## config.mk

```make
export PLATFORM = sky130hd
export DESIGN_NAME = rmii_frame_receiver
export DESIGN_NICKNAME = d
export VERILOG_FILES = /design/src/rtl/rmii_pkg.sv /design/src/rtl/rmii_crc32_byte.sv /design/src/rtl/rmii_frame_receiver.sv
export SDC_FILE = /design/constraint.sdc
export NUM_CORES = 1
export LEC_CHECK = 0
export CORE_UTILIZATION = 45
export DETAILED_ROUTE_END_ITERATION = 10
export GPL_TIMING_DRIVEN = 1
export PLACE_DENSITY = 0.65
export SETUP_SLACK_MARGIN = 0.05
export SLEW_MARGIN = 20
export SYNTH_ARGS = -nofsm -noshare
export SYNTH_HDL_FRONTEND = slang
export SYNTH_SLANG_ARGS = --single-unit
```

## constraint.sdc

```tcl
create_clock -name clock -period 1.8 [get_ports clock]
set_clock_uncertainty 0.05 [all_clocks]
set_input_delay 0.27 -clock clock [delete_from_list [all_inputs] [get_ports clock]]
set_output_delay 0.27 -clock clock [all_outputs]
set_load 0.02 [all_outputs]
```

## src/rtl/rmii_pkg.sv

```systemverilog
// Shared RMII definitions: speed codes, CRC-32 constants and the receiver state encoding.
package rmii_pkg;

    localparam logic [1:0]  SPEED_CODE_10_MEGABIT  = 2'd0;
    localparam logic [1:0]  SPEED_CODE_100_MEGABIT = 2'd1;

    localparam logic [31:0] CRC32_POLY_REFLECTED = 32'hEDB8_8320;
    localparam logic [31:0] CRC32_RESIDUE        = 32'hDEBB_20E3;

    typedef enum logic [1:0] {
        S_IDLE,
        S_RECEIVE,
        S_FINISH
    } rx_state_t;

endpackage

```

## src/rtl/rmii_crc32_byte.sv

```systemverilog
// Combinational CRC-32 (reflected, LSB-first) update of a running register by one byte.
module rmii_crc32_byte
    import rmii_pkg::*;
(
    input  logic [31:0] crc_in,
    input  logic [7:0]  data_in,
    output logic [31:0] crc_out
);

    always_comb begin
        logic [31:0] c;
        c = crc_in;
        for (int i = 0; i < 8; i++) begin
            c = (c >> 1) ^ ((c[0] ^ data_in[i]) ? CRC32_POLY_REFLECTED : 32'h0);
        end
        crc_out = c;
    end

endmodule

```

## src/rtl/rmii_frame_receiver.sv

```systemverilog
// Delimits RMII byte frames by gap timeout or first-byte flag, checks CRC-32 and strips the FCS
// through a 5-deep delay line, reporting length and error status on the last payload beat.
module rmii_frame_receiver
    import rmii_pkg::*;
#(
    parameter int GAP_CYCLES_100  = 8,
    parameter int GAP_CYCLES_10   = 80,
    parameter int MIN_FRAME_BYTES = 64,
    parameter int MAX_FRAME_BYTES = 1522
)
(
    input  logic        clock,
    input  logic        reset_n,
    input  logic [8:0]  packaged_data,
    input  logic        packaged_data_valid,
    input  logic [1:0]  speed_code,
    output logic [7:0]  frame_data,
    output logic        frame_data_valid,
    output logic        frame_data_last,
    output logic        frame_crc_error,
    output logic        frame_length_error,
    output logic [10:0] frame_length,
    output logic        runt_drop_pulse
);

    localparam logic [7:0]  GAP_LIMIT_100 = 8'(GAP_CYCLES_100 - 1);
    localparam logic [7:0]  GAP_LIMIT_10  = 8'(GAP_CYCLES_10 - 1);
    localparam logic [11:0] MIN_BYTES     = 12'(MIN_FRAME_BYTES);
    localparam logic [11:0] MAX_BYTES     = 12'(MAX_FRAME_BYTES);
    localparam logic [11:0] FCS_PLUS_ONE  = 12'd5;

    rx_state_t   state;
    logic        speed_100;
    logic [11:0] byte_count;
    logic [7:0]  gap_count;
    logic [31:0] crc_reg;
    logic [31:0] crc_seed;
    logic [31:0] crc_next;
    logic [7:0]  delay_line [5];

    logic        start_frame;
    logic        accept_byte;
    logic        gap_timeout;
    logic        end_frame;
    logic [7:0]  gap_limit;

    function automatic logic [11:0] count_increment(input logic [11:0] count);
        return (count == 12'hFFF) ? count : count + 12'd1;
    endfunction

    function automatic logic [10:0] payload_length(input logic [11:0] count);
        logic [11:0] payload;
        payload = count - 12'd4;
        return (payload > 12'd2047) ? 11'h7FF : payload[10:0];
    endfunction

    // A flagged byte always opens a new frame, whatever state we are in.
    assign start_frame = packaged_data_valid && packaged_data[8];
    assign accept_byte = packaged_data_valid && !packaged_data[8] && (state == S_RECEIVE);
    assign gap_limit   = speed_100 ? GAP_LIMIT_100 : GAP_LIMIT_10;
    assign gap_timeout = (state == S_RECEIVE) && !packaged_data_valid && (gap_count == gap_limit);
    assign end_frame   = (state == S_RECEIVE) && (gap_timeout || start_frame);
    assign crc_seed    = start_frame ? 32'hFFFF_FFFF : crc_reg;

    rmii_crc32_byte crc_update (
        .crc_in  (crc_seed),
        .data_in (packaged_data[7:0]),
        .crc_out (crc_next)
    );

    always_ff @(posedge clock) begin
        if (!reset_n) begin
            state              <= S_IDLE;
            speed_100          <= 1'b0;
            byte_count         <= 12'd0;
            gap_count          <= 8'd0;
            crc_reg            <= 32'hFFFF_FFFF;
            for (int i = 0; i < 5; i++) delay_line[i] <= 8'd0;
            frame_data         <= 8'd0;
            frame_data_valid   <= 1'b0;
            frame_data_last    <= 1'b0;
            frame_crc_error    <= 1'b0;
            frame_length_error <= 1'b0;
            frame_length       <= 11'd0;
            runt_drop_pulse    <= 1'b0;
        end else begin
            frame_data         <= 8'd0;
            frame_data_valid   <= 1'b0;
            frame_data_last    <= 1'b0;
            frame_crc_error    <= 1'b0;
            frame_length_error <= 1'b0;
            frame_length       <= 11'd0;
            runt_drop_pulse    <= 1'b0;

            // Closing beat: the oldest delay-line entry is the last payload byte.
            if (end_frame) begin
                if (byte_count >= FCS_PLUS_ONE) begin
                    frame_data         <= delay_line[4];
                    frame_data_valid   <= 1'b1;
                    frame_data_last    <= 1'b1;
                    frame_length       <= payload_length(byte_count);
                    frame_crc_error    <= (crc_reg != CRC32_RESIDUE);
                    frame_length_error <= (byte_count < MIN_BYTES) || (byte_count > MAX_BYTES);
                end else begin
                    runt_drop_pulse <= 1'b1;
                end
            end

            if (accept_byte) begin
                if (byte_count >= FCS_PLUS_ONE) begin
                    frame_data       <= delay_line[4];
                    frame_data_valid <= 1'b1;
                end
                delay_line[0] <= packaged_data[7:0];
                for (int i = 1; i < 5; i++) delay_line[i] <= delay_line[i-1];
                crc_reg    <= crc_next;
                byte_count <= count_increment(byte_count);
                gap_count  <= 8'd0;
            end else if ((state == S_RECEIVE) && !start_frame) begin
                gap_count <= gap_count + 8'd1;
            end

            if (start_frame) begin
                speed_100     <= (speed_code == SPEED_CODE_100_MEGABIT);
                delay_line[0] <= packaged_data[7:0];
                crc_reg       <= crc_next;
                byte_count    <= 12'd1;
                gap_count     <= 8'd0;
                state         <= S_RECEIVE;
            end else if (gap_timeout) begin
                state <= S_FINISH;
            end else if (state == S_FINISH) begin
                state <= S_IDLE;
            end
        end
    end

endmodule

```

==> impl_metrics.xml <==
<?xml version="1.0" encoding="UTF-8"?>
<metrics>
  <group name="status">
    <metric name="status" unit="">finished, violations left</metric>
    <metric name="violations" unit="">setup timing</metric>
  </group>
  <group name="clocking">
    <metric name="h-tree-depth" unit="">4</metric>
    <metric name="cts.path.max_buffers" unit="">2</metric>
    <metric name="cts_tree" unit="">yes</metric>
    <metric name="numCtsBuffers" unit="">17</metric>
    <metric name="worst_setup_hold_path_clk_slew" unit="ns">0.06</metric>
    <metric name="clock_latency" unit="ns">0.42</metric>
    <metric name="postCtsHoldBufs" unit="">0</metric>
    <metric name="clock_tree.root_cell" unit="">sky130_fd_sc_hd__clkbuf_16</metric>
    <metric name="cts_num_sinks" unit="">119</metric>
  </group>
  <group name="worst_setup_path">
    <metric name="timing.critical_path.max_delay_family" unit="">simple AND/OR/NAND/NOR gates</metric>
    <metric name="crit_slowest_cell" unit="">sky130_fd_sc_hd__or4_4</metric>
    <metric name="crit_path_end_kind" unit="">flip-flop</metric>
    <metric name="worst_path_largest_cell_delay" unit="ns">0.53</metric>
    <metric name="worst-path-buf-inv" unit="">3</metric>
    <metric name="path_common_cell" unit="">sky130_fd_sc_hd__buf_4</metric>
    <metric name="worstPathMaxFanout" unit="">2</metric>
    <metric name="timing.critical_path.cells" unit="">or4_4 -&gt; a211o_1 -&gt; buf_4 -&gt; buf_4 -&gt; buf_4 -&gt; a21oi_2 -&gt; nor2_1</metric>
    <metric name="critPathLaunchType" unit="">flip-flop</metric>
    <metric name="worstPathRequired" unit="ns">2.06</metric>
    <metric name="critPathArrivalTime" unit="ns">2.10</metric>
    <metric name="type_of_the_worst_setup_path" unit="">reg2reg</metric>
  </group>
  <group name="hold_path">
    <metric name="min_path_type" unit="">in2reg</metric>
  </group>
  <group name="synth">
    <metric name="mappedNetlistNets" unit="">603</metric>
    <metric name="synth_xor_xnor_area_share" unit="%">21.04</metric>
    <metric name="yosys-mux-area-fraction" unit="%">0.1634</metric>
    <metric name="post_synthesis_sequential_area_ratio" unit="%">45.42</metric>
    <metric name="synth_simple_gate_area_share" unit="%">18.32</metric>
    <metric name="synth-main-ff-cell" unit="">sky130_fd_sc_hd__dfxtp_1</metric>
    <metric name="synth.distinct_cells" unit="">59</metric>
    <metric name="post_synth_fa_ha_maj_area_fraction" unit="%">1.634</metric>
    <metric name="async_reset_ff_share" unit="%">0</metric>
    <metric name="synth_compound_area_share" unit="%">9.293</metric>
    <metric name="post_synth_edffs" unit="">40</metric>
    <metric name="syn_area" unit="mm^2">0.006126</metric>
    <metric name="synthesis.yosys.warnings" unit="">0</metric>
    <metric name="synth_top_family_by_area" unit="">XOR/XNOR gates</metric>
    <metric name="syn_area_per_cell" unit="um^2">10.54</metric>
    <metric name="synth_cells" unit="">581</metric>
    <metric name="postSynthRegisterBits" unit="">119</metric>
  </group>
  <group name="finish">
    <metric name="share_of_layout_cells_above_drive_strength_1" unit="%">30.90</metric>
    <metric name="sequential_cell_area" unit="mm^2">0.002801</metric>
    <metric name="area_growth_syn_to_layout" unit="%">36.40</metric>
    <metric name="stdcell_count" unit="">888</metric>
    <metric name="multi_input_area" unit="mm^2">0.003463</metric>
    <metric name="final_cell_area" unit="mm^2">0.008356</metric>
    <metric name="layout.filler_cells" unit="">1071</metric>
    <metric name="leading_cell_type_in_the_layout_fill_and_taps_excluded" unit="">sky130_fd_sc_hd__buf_4</metric>
    <metric name="antenna-diode-count" unit="">0</metric>
    <metric name="largest_reg_flops" unit="">40</metric>
    <metric name="layout_common_cells" unit="">sky130_fd_sc_hd__buf_4 (90), sky130_fd_sc_hd__dfxtp_1 (68), sky130_fd_sc_hd__nor2_1 (56), sky130_fd_sc_hd__xnor2_1 (41)</metric>
    <metric name="fin_nets" unit="">721</metric>
    <metric name="final_util" unit="%">63.10</metric>
  </group>
  <group name="sta">
    <metric name="hold_violations" unit="">0</metric>
    <metric name="relSlewSlack" unit="%">59.94</metric>
    <metric name="min_hold_slack" unit="ns">0.2314</metric>
    <metric name="aggregate_negative_setup_slack" unit="ns">-0.1503</metric>
    <metric name="fmaxAchievable" unit="GHz">0.5420</metric>
    <metric name="unrepaired_setup_endpoints_after_global_routing" unit="">yes</metric>
    <metric name="finalSetupViolations" unit="">9</metric>
    <metric name="worstMarginPinSlew" unit="ns">0.6003</metric>
    <metric name="layout_worst_path_cycle_share" unit="%">102.5</metric>
    <metric name="layout_setup_ws" unit="ns">-0.04506</metric>
    <metric name="finalCriticalPeriod" unit="ns">1.845</metric>
    <metric name="final-max-slew-violation-count" unit="">0</metric>
  </group>
  <group name="drt">
    <metric name="wirelength" unit="mm">14.58</metric>
    <metric name="wl_per_cell" unit="um">16.42</metric>
    <metric name="vias_per_cell" unit="">5.252</metric>
    <metric name="detailedRoute.firstIterationViolations" unit="">286</metric>
    <metric name="drt_drc_violations_left" unit="">0</metric>
    <metric name="dr_total_vias" unit="">4664</metric>
    <metric name="postRouteAntennaNets" unit="">0</metric>
    <metric name="total_iterations_of_the_first_detailed_routing_run" unit="">5</metric>
  </group>
  <group name="floorplan">
    <metric name="core_region_area" unit="mm^2">0.01324</metric>
    <metric name="dieArea" unit="mm^2">0.01408</metric>
    <metric name="rows" unit="">42</metric>
    <metric name="die_h" unit="um">118.7</metric>
    <metric name="chipWidth" unit="um">118.7</metric>
    <metric name="io_pins" unit="">38</metric>
    <metric name="initial_core_util" unit="%">46.26</metric>
  </group>
  <group name="pwr">
    <metric name="vdd_drop_max" unit="uV">652.4</metric>
    <metric name="p_leak" unit="nW">3.490</metric>
    <metric name="power.density_cell_area" unit="mW/mm^2">1051</metric>
    <metric name="total_power" unit="mW">8.781</metric>
  </group>
  <group name="placement">
    <metric name="post-place-cells" unit="">842</metric>
    <metric name="io_buffer_count" unit="">37</metric>
    <metric name="dp.final_hpwl" unit="mm">10.15</metric>
    <metric name="dp_area" unit="mm^2">0.007278</metric>
    <metric name="gp_routability_congestion" unit="">0.9146</metric>
    <metric name="place_ws" unit="ns">-0.6011</metric>
  </group>
  <group name="grt">
    <metric name="globalRoute.totalOverflow" unit="">0</metric>
    <metric name="grt_max_degree" unit="">33</metric>
    <metric name="grt_first_pass_wirelength" unit="mm">23.28</metric>
    <metric name="first_global_vias" unit="">4550</metric>
    <metric name="globalRouteTotalUtil" unit="%">21.73</metric>
    <metric name="grt_antenna_before_repair" unit="">0</metric>
  </group>
  <group name="job">
    <metric name="timing.max_cap.violations" unit="">0</metric>
  </group>
</metrics>
-- metal layers --
| metal | global-route usage, % | part of all wire [%] | up-vias | wire length, um |
|---|---|---|---|---|
| met2 | 36.99 | 51 | 131 | 7442 |
| met3 | 4.102 | 4.1 | 42 | 604 |
| met1 | 25.61 | 42 | 2245 | 6095 |
| met5 | 0 | 0 | - | 0 |
| met4 | 12.42 | 3.0 | 0 | 437 |
| li1 | - | - | 2246 | - |
-- worst paths after layout --
path                          from               end  slack (ns)  cells after the start
hold / removal    packaged_data[0]  delay_line[0][0]        0.23                      2
hold reg to reg   delay_line[4][3]     frame_data[3]        0.39                      1
setup reg to reg      gap_count[7]          state[0]       -0.05                      7
setup / recovery      gap_count[7]          state[0]       -0.05                      7
-- repair_timing --
item | CTS | global route
buffers inserted | 8 | 5
resized for setup | 39 | 45
endpoints found under the setup margin | 55 | 57
cloned | 1 | 0
pin swaps | 21 | 20
-- kinds of logic after synthesis --
group,Yosys count
AOI/OAI and AO/OA,90
xor gates and xnor gates,107
adders and majority gates,8
buffers and inverters,48
DFF,119
muxes,1
and+or+nand+nor,208
-- synth_stat cells, drive strengths merged, types with 2 or more instances --
library cell | count | share of area, %
a211o | 3 | 0.43
nor4 | 4 | 0.41
o21ai | 14 | 1.2
nor2 | 62 | 4.2
or4 | 2 | 0.25
a21oi | 46 | 4.1
o31ai | 2 | 0.25
a31oi | 2 | 0.20
nor3 | 9 | 0.92
nand3 | 7 | 0.57
o211ai | 10 | 1.2
ha | 8 | 1.6
nand2 | 36 | 2.2
and3 | 12 | 1.2
a211oi | 4 | 0.57
xor2 | 32 | 4.7
inv | 8 | 0.49
a41oi | 2 | 0.29
dfxtp | 79 | 26
clkbuf | 16 | 0.98
o211a | 2 | 0.33
and4 | 2 | 0.29
nor4bb | 2 | 0.33
nand4b | 6 | 0.86
xnor3 | 20 | 7.4
edfxtp | 40 | 20
or3 | 2 | 0.20
nand4 | 10 | 1.0
o21a | 2 | 0.27
buf | 24 | 2.7
xnor2 | 54 | 8.6
nand3b | 2 | 0.25
and2 | 46 | 4.7
nor2b | 2 | 0.20
-- power breakdown --
part	internal (mW)	switching (mW)	total [mW]
logic	1.28	0.974	2.25
clock network	2.15	1.28	3.43
registers	2.95	0.153	3.10
-- final cells by class --
class | count | share of cell area [%]
tap | 176 | 2.636
clock buffer | 21 | 6.020
timing repair buffer | 138 | 14.71
inverter | 8 | 0.3594
sequential | 119 | 33.53
clock inverter | 11 | 1.303
multi-input combinational | 415 | 41.45
(Power assumes the default switching activity.)
